$ cat config.mk
export PLATFORM = sky130hd
export DESIGN_NAME = mem_arbiter
export DESIGN_NICKNAME = d
export VERILOG_FILES = /design/src/rtl/mem_arbiter.sv
export SDC_FILE = /design/constraint.sdc
export NUM_CORES = 1
export LEC_CHECK = 0
export CAP_MARGIN = 20
export CORE_ASPECT_RATIO = 1.75
export CORE_MARGIN = 3
export CORE_UTILIZATION = 37
export DETAILED_ROUTE_END_ITERATION = 8
export DONT_BUFFER_PORTS = 1
export PLACE_DENSITY = 0.65
export SKIP_CTS_REPAIR_TIMING = 1
export SYNTH_ARGS = -nofsm -noshare
export SYNTH_HDL_FRONTEND = slang
export SYNTH_SLANG_ARGS = --single-unit
$ cat constraint.sdc
create_clock -name clk -period 1.63 [get_ports clk]
set_input_delay 0.163 -clock clk [delete_from_list [all_inputs] [get_ports clk]]
set_output_delay 0.163 -clock clk [all_outputs]
set_load 0.02 [all_outputs]
$ cat src/rtl/mem_arbiter.sv
// Two-port memory arbiter: instruction fetch and data share one memory port.
// Data normally wins; fetch is guaranteed a slot after STARVE_MAX data grants
// that happened while fetch was waiting. Only one read can be outstanding.
module mem_arbiter #(
  parameter int DATA_W     = 32,
  parameter int LAT        = 1,
  parameter int STARVE_MAX = 3
) (
  input  logic              clk,
  input  logic              rst_n,
  input  logic              if_req,
  input  logic [DATA_W-1:0] if_addr,
  output logic              if_gnt,
  output logic              if_rvalid,
  output logic [DATA_W-1:0] if_rdata,
  input  logic              d_req,
  input  logic              d_we,
  input  logic [DATA_W-1:0] d_addr,
  input  logic [DATA_W-1:0] d_wdata,
  output logic              d_gnt,
  output logic              d_rvalid,
  output logic [DATA_W-1:0] d_rdata,
  output logic              m_cs,
  output logic              m_we,
  output logic [DATA_W-1:0] m_addr,
  output logic [DATA_W-1:0] m_wdata,
  input  logic [DATA_W-1:0] m_rdata
);

  typedef enum logic {IDLE, WAIT} state_t;

  state_t      state, state_nxt;
  logic [2:0]  cnt;         // remaining WAIT cycles after the current one
  logic        owner_d;     // 1: outstanding read belongs to the data port
  logic [3:0]  starve_cnt;
  logic        if_win, d_win, rd_start, rd_done, hungry;

  // Arbitration and memory-port drive; grants forced low while in reset
  always_comb begin
    if_win    = 1'b0;
    d_win     = 1'b0;
    state_nxt = state;
    hungry    = (starve_cnt == 4'(STARVE_MAX));
    if (rst_n && state == IDLE) begin
      if_win = if_req && (!d_req || hungry);
      d_win  = d_req && !if_win;
    end
    rd_start = if_win || (d_win && !d_we);
    rd_done  = (state == WAIT) && (cnt == 3'd0);
    if_gnt   = if_win;
    d_gnt    = d_win;
    m_cs     = if_win || d_win;
    m_we     = d_win && d_we;
    m_addr   = if_win ? if_addr : (d_win ? d_addr : '0);
    m_wdata  = d_win ? d_wdata : '0;
    case (state)
      IDLE:    if (rd_start) state_nxt = WAIT;
      WAIT:    if (rd_done)  state_nxt = IDLE;
      default: state_nxt = IDLE;
    endcase
  end

  // State register
  always_ff @(posedge clk or negedge rst_n) begin
    if (!rst_n) state <= IDLE;
    else        state <= state_nxt;
  end

  // Read tracking: latency counter, owner, capture and one-cycle rvalid
  always_ff @(posedge clk or negedge rst_n) begin
    if (!rst_n) begin
      cnt       <= 3'd0;
      owner_d   <= 1'b0;
      if_rvalid <= 1'b0;
      d_rvalid  <= 1'b0;
      if_rdata  <= '0;
      d_rdata   <= '0;
    end else begin
      if_rvalid <= 1'b0;
      d_rvalid  <= 1'b0;
      if (rd_start) begin
        cnt     <= 3'(LAT - 1);
        owner_d <= d_win;
      end else if (state == WAIT && cnt != 3'd0) begin
        cnt <= cnt - 3'd1;
      end
      if (rd_done) begin
        if (owner_d) begin
          d_rdata  <= m_rdata;
          d_rvalid <= 1'b1;
        end else begin
          if_rdata  <= m_rdata;
          if_rvalid <= 1'b1;
        end
      end
    end
  end

  // Starvation counter: counts data grants taken while fetch was waiting
  always_ff @(posedge clk or negedge rst_n) begin
    if (!rst_n)
      starve_cnt <= 4'd0;
    else if (if_win)
      starve_cnt <= 4'd0;
    else if (d_win && if_req && !hungry)
      starve_cnt <= starve_cnt + 4'd1;
  end

endmodule
==> results.yml <==
setup_path:
  critPathRequiredTime_ns: 1.47
  cp-end-kind: "primary output"
  worstPathArrival_ns: 1.79
  path_class: "reg2out"
  reg2reg_depth: 7
  cp_max_fo: 17
  startpoint_type: "flop"
grt:
  grt_overflow: 0
  grt_use_met3_pct: 5.53
  grt_max_degree: 80
  grt_pass1_wl_um: 13900
  grt_pass1_vias: 2796
  use_met2_pct: 27.8
  grt_util_all_layers_pct: 15.7
  grt_antenna_before_repair: 0
  grt.busiest_layer: "met2"
  met1_usage_pct: 16.4
clock_tree:
  clkTransAtPathRegs_ns: 0.06
  clock_latency_ns: 0.33
  cts_tree: "yes"
  cts_inserted_buffers: 9
  h-tree-depth: 3
  clock_tree.buffer_depth: 2
  cts_sinks: 75
  root_buffer: "clkbuf_16"
floorplan:
  coreArea_sq_um: 9850
  dieArea_sq_um: 11400
  fp.dieW_um: 82.1
  initial_utilization_pct: 38.1
  fp.dieH_um: 139
  pin_count: 267
  rows: 48
sta:
  slew_violations: 0
  setup_violations: 93
  tightest_slew_ns: 0.375
  max-slew-margin-rel_pct: 75.0
  setup_ws_ns: -0.324
  timing.final.crit_period_ns: 1.95
  max_freq_ghz: 0.512
  final-hold-violation-count: 76
  period_share_pct: 120
  rsz0062_at_grt: "true"
  fin_skew_ns: 0.00475
  hold_slack_ns: -0.476
synth:
  async_reset_ff_share_pct: 100
  avgSynthCellArea_sq_um: 11.0
  postSynthCellCount: 342
  yosys_most_used_dff: "dfrtp_1"
  synth_seq_cells: 75
  synth_edf_count: 0
  ys_types: 36
  synth_nets: 478
  yosysWarnings: 0
  synth_seq_area_share_pct: 50.1
  syn-cell-area_sq_um: 3750
power_and_ir_drop:
  internal_power_mw: 6.30
  power_mw: 10.4
  clock_power_share_pct: 20.7
  p_leak_nw: 2.32
  combPwrFrac_pct: 35.5
  swShare_pct: 39.7
  p_seq_share_pct: 43.8
  p_switching_mw: 4.14
  peakVddDrop_uv: 1340
  p_per_area_nw_per_um2: 1980
drt:
  route.detailed.drc: 0
  ant_nets: 0
  routedWlPerCell_um: 20.5
  via_count: 2980
  firstDrtPassIters: 4
  routed_via_density: 5.46
  drtIter0Drc: 83
  routed_wl_um: 11200
placed_design:
  finalWeightedCongestion: 0.762
  dpl_cell_area_sq_um: 4200
  numPortBuffers: 0
  place_hpwl_um: 7450
cells_and_area:
  fin_nets: 552
  layout_common_cells: "dfrtp_1, nand2_1, buf_4"
  area_growth_pct: 40.3
  diodes: 0
  drive_above_1_share_pct: 44.7
  final_area_sq_um: 5260
  final_common_cell: "dfrtp_1"
hold_path:
  hp-class: "in2async"
job:
  maxCapViolations: 0
outcome:
  status: "complete, but fails checks"
  violations: "hold timing, setup timing"
-- power by group through the flow --
stage | Combinational [mW] | Clock [mW] | Sequential (mW)
global route | 3.97 | 2.28 | 4.68
detailed placement | 2.81 | 0 | 4.55
global placement | 2.70 | 0 | 4.54
finish | 3.70 | 2.16 | 4.58
floorplan | 2.23 | 0 | 4.29
CTS | 2.81 | 2.19 | 4.54
-- cell type report --
cell class | count | area, sq um
clock buffers | 9 | 225
clock inverters | 7 | 100
fillers | 811 | 4590
inverters | 6 | 22.5
multi-input cells | 238 | 1980
flip-flops and latches | 75 | 1880
well taps | 125 | 156
repair buffers | 86 | 896
-- worst paths after layout --
path                               start            end  slack [ns]
setup / recovery           starve_cnt[0]     m_wdata[5]       -0.32
hold / removal                     rst_n    if_rdata[6]       -0.48
setup reg to reg                  cnt[0]   if_rdata[20]       -0.05
hold reg to reg            starve_cnt[0]  starve_cnt[0]        0.59
max in group asynchronous          rst_n    d_rdata[31]        2.00
min in group clk                   d_req  starve_cnt[1]           0
-- metal layers --
layer	vias up	routed length, um
li1	1336	-
met1	1439	4010
met2	192	5980
met3	13	1060
met4	0	168
met5	-	0
-- state kept, by name, summed over array words and instances (netlist names) --
signal and flops:
d_rdata 32, owner_d 1, state 1, cnt 3
if_rvalid 1, if_rdata 32, d_rvalid 1, starve_cnt 4
-- kinds of logic after synthesis --
| kind of cell | count (synthesis) | share of synthesized area, % |
|---|---|---|
| AND/OR/NAND/NOR | 123 | 17.0 |
| flip-flops | 75 | 50.1 |
| multiplexers | 65 | 19.5 |
| AO/OA/AOI/OAI | 47 | 8.11 |
| buffers and inverters | 29 | 4.31 |
| adder cells (fa/ha/maj) | 3 | 1.00 |
-- synth_stat cells, types with 3 or more instances --
library cell / n / area, sq um
buf_2: 18 / 90.1
and2_1: 33 / 206
nand2_1: 68 / 255
ha_1: 3 / 37.5
or3_1: 3 / 18.8
mux2_2: 63 / 709
o21ai_0: 6 / 30.0
buf_6: 3 / 33.8
nor2_1: 3 / 11.3
o22ai_1: 33 / 206
dfrtp_1: 75 / 1880
inv_1: 5 / 18.8
-- per-stage QoR --
step / TNS, ns / cells / utilization, % / setup WS (ns)
finish: -20.17 / 546 / 53.4 / -0.324
global route: -28.38 / 546 / 53.4 / -0.416
CTS: -22.60 / 506 / 45.9 / -0.399
global placement: -0.00277 / 490 / 42.6 / -0.00277
floorplan: -1.22 / 342 / - / -0.0407
detailed placement: -0.572 / 490 / 42.6 / -0.0375
-- worst max-delay path: stages, from the launching register on --
cell and delay (ns):
dfrtp_1 0.38, ha_2 0.19, nor3b_4 0.16, buf_4 0.14
a21oi_4 0.20, clkbuf_16 0.20, and2_4 0.19
Power figures use the tool's default switching activity.
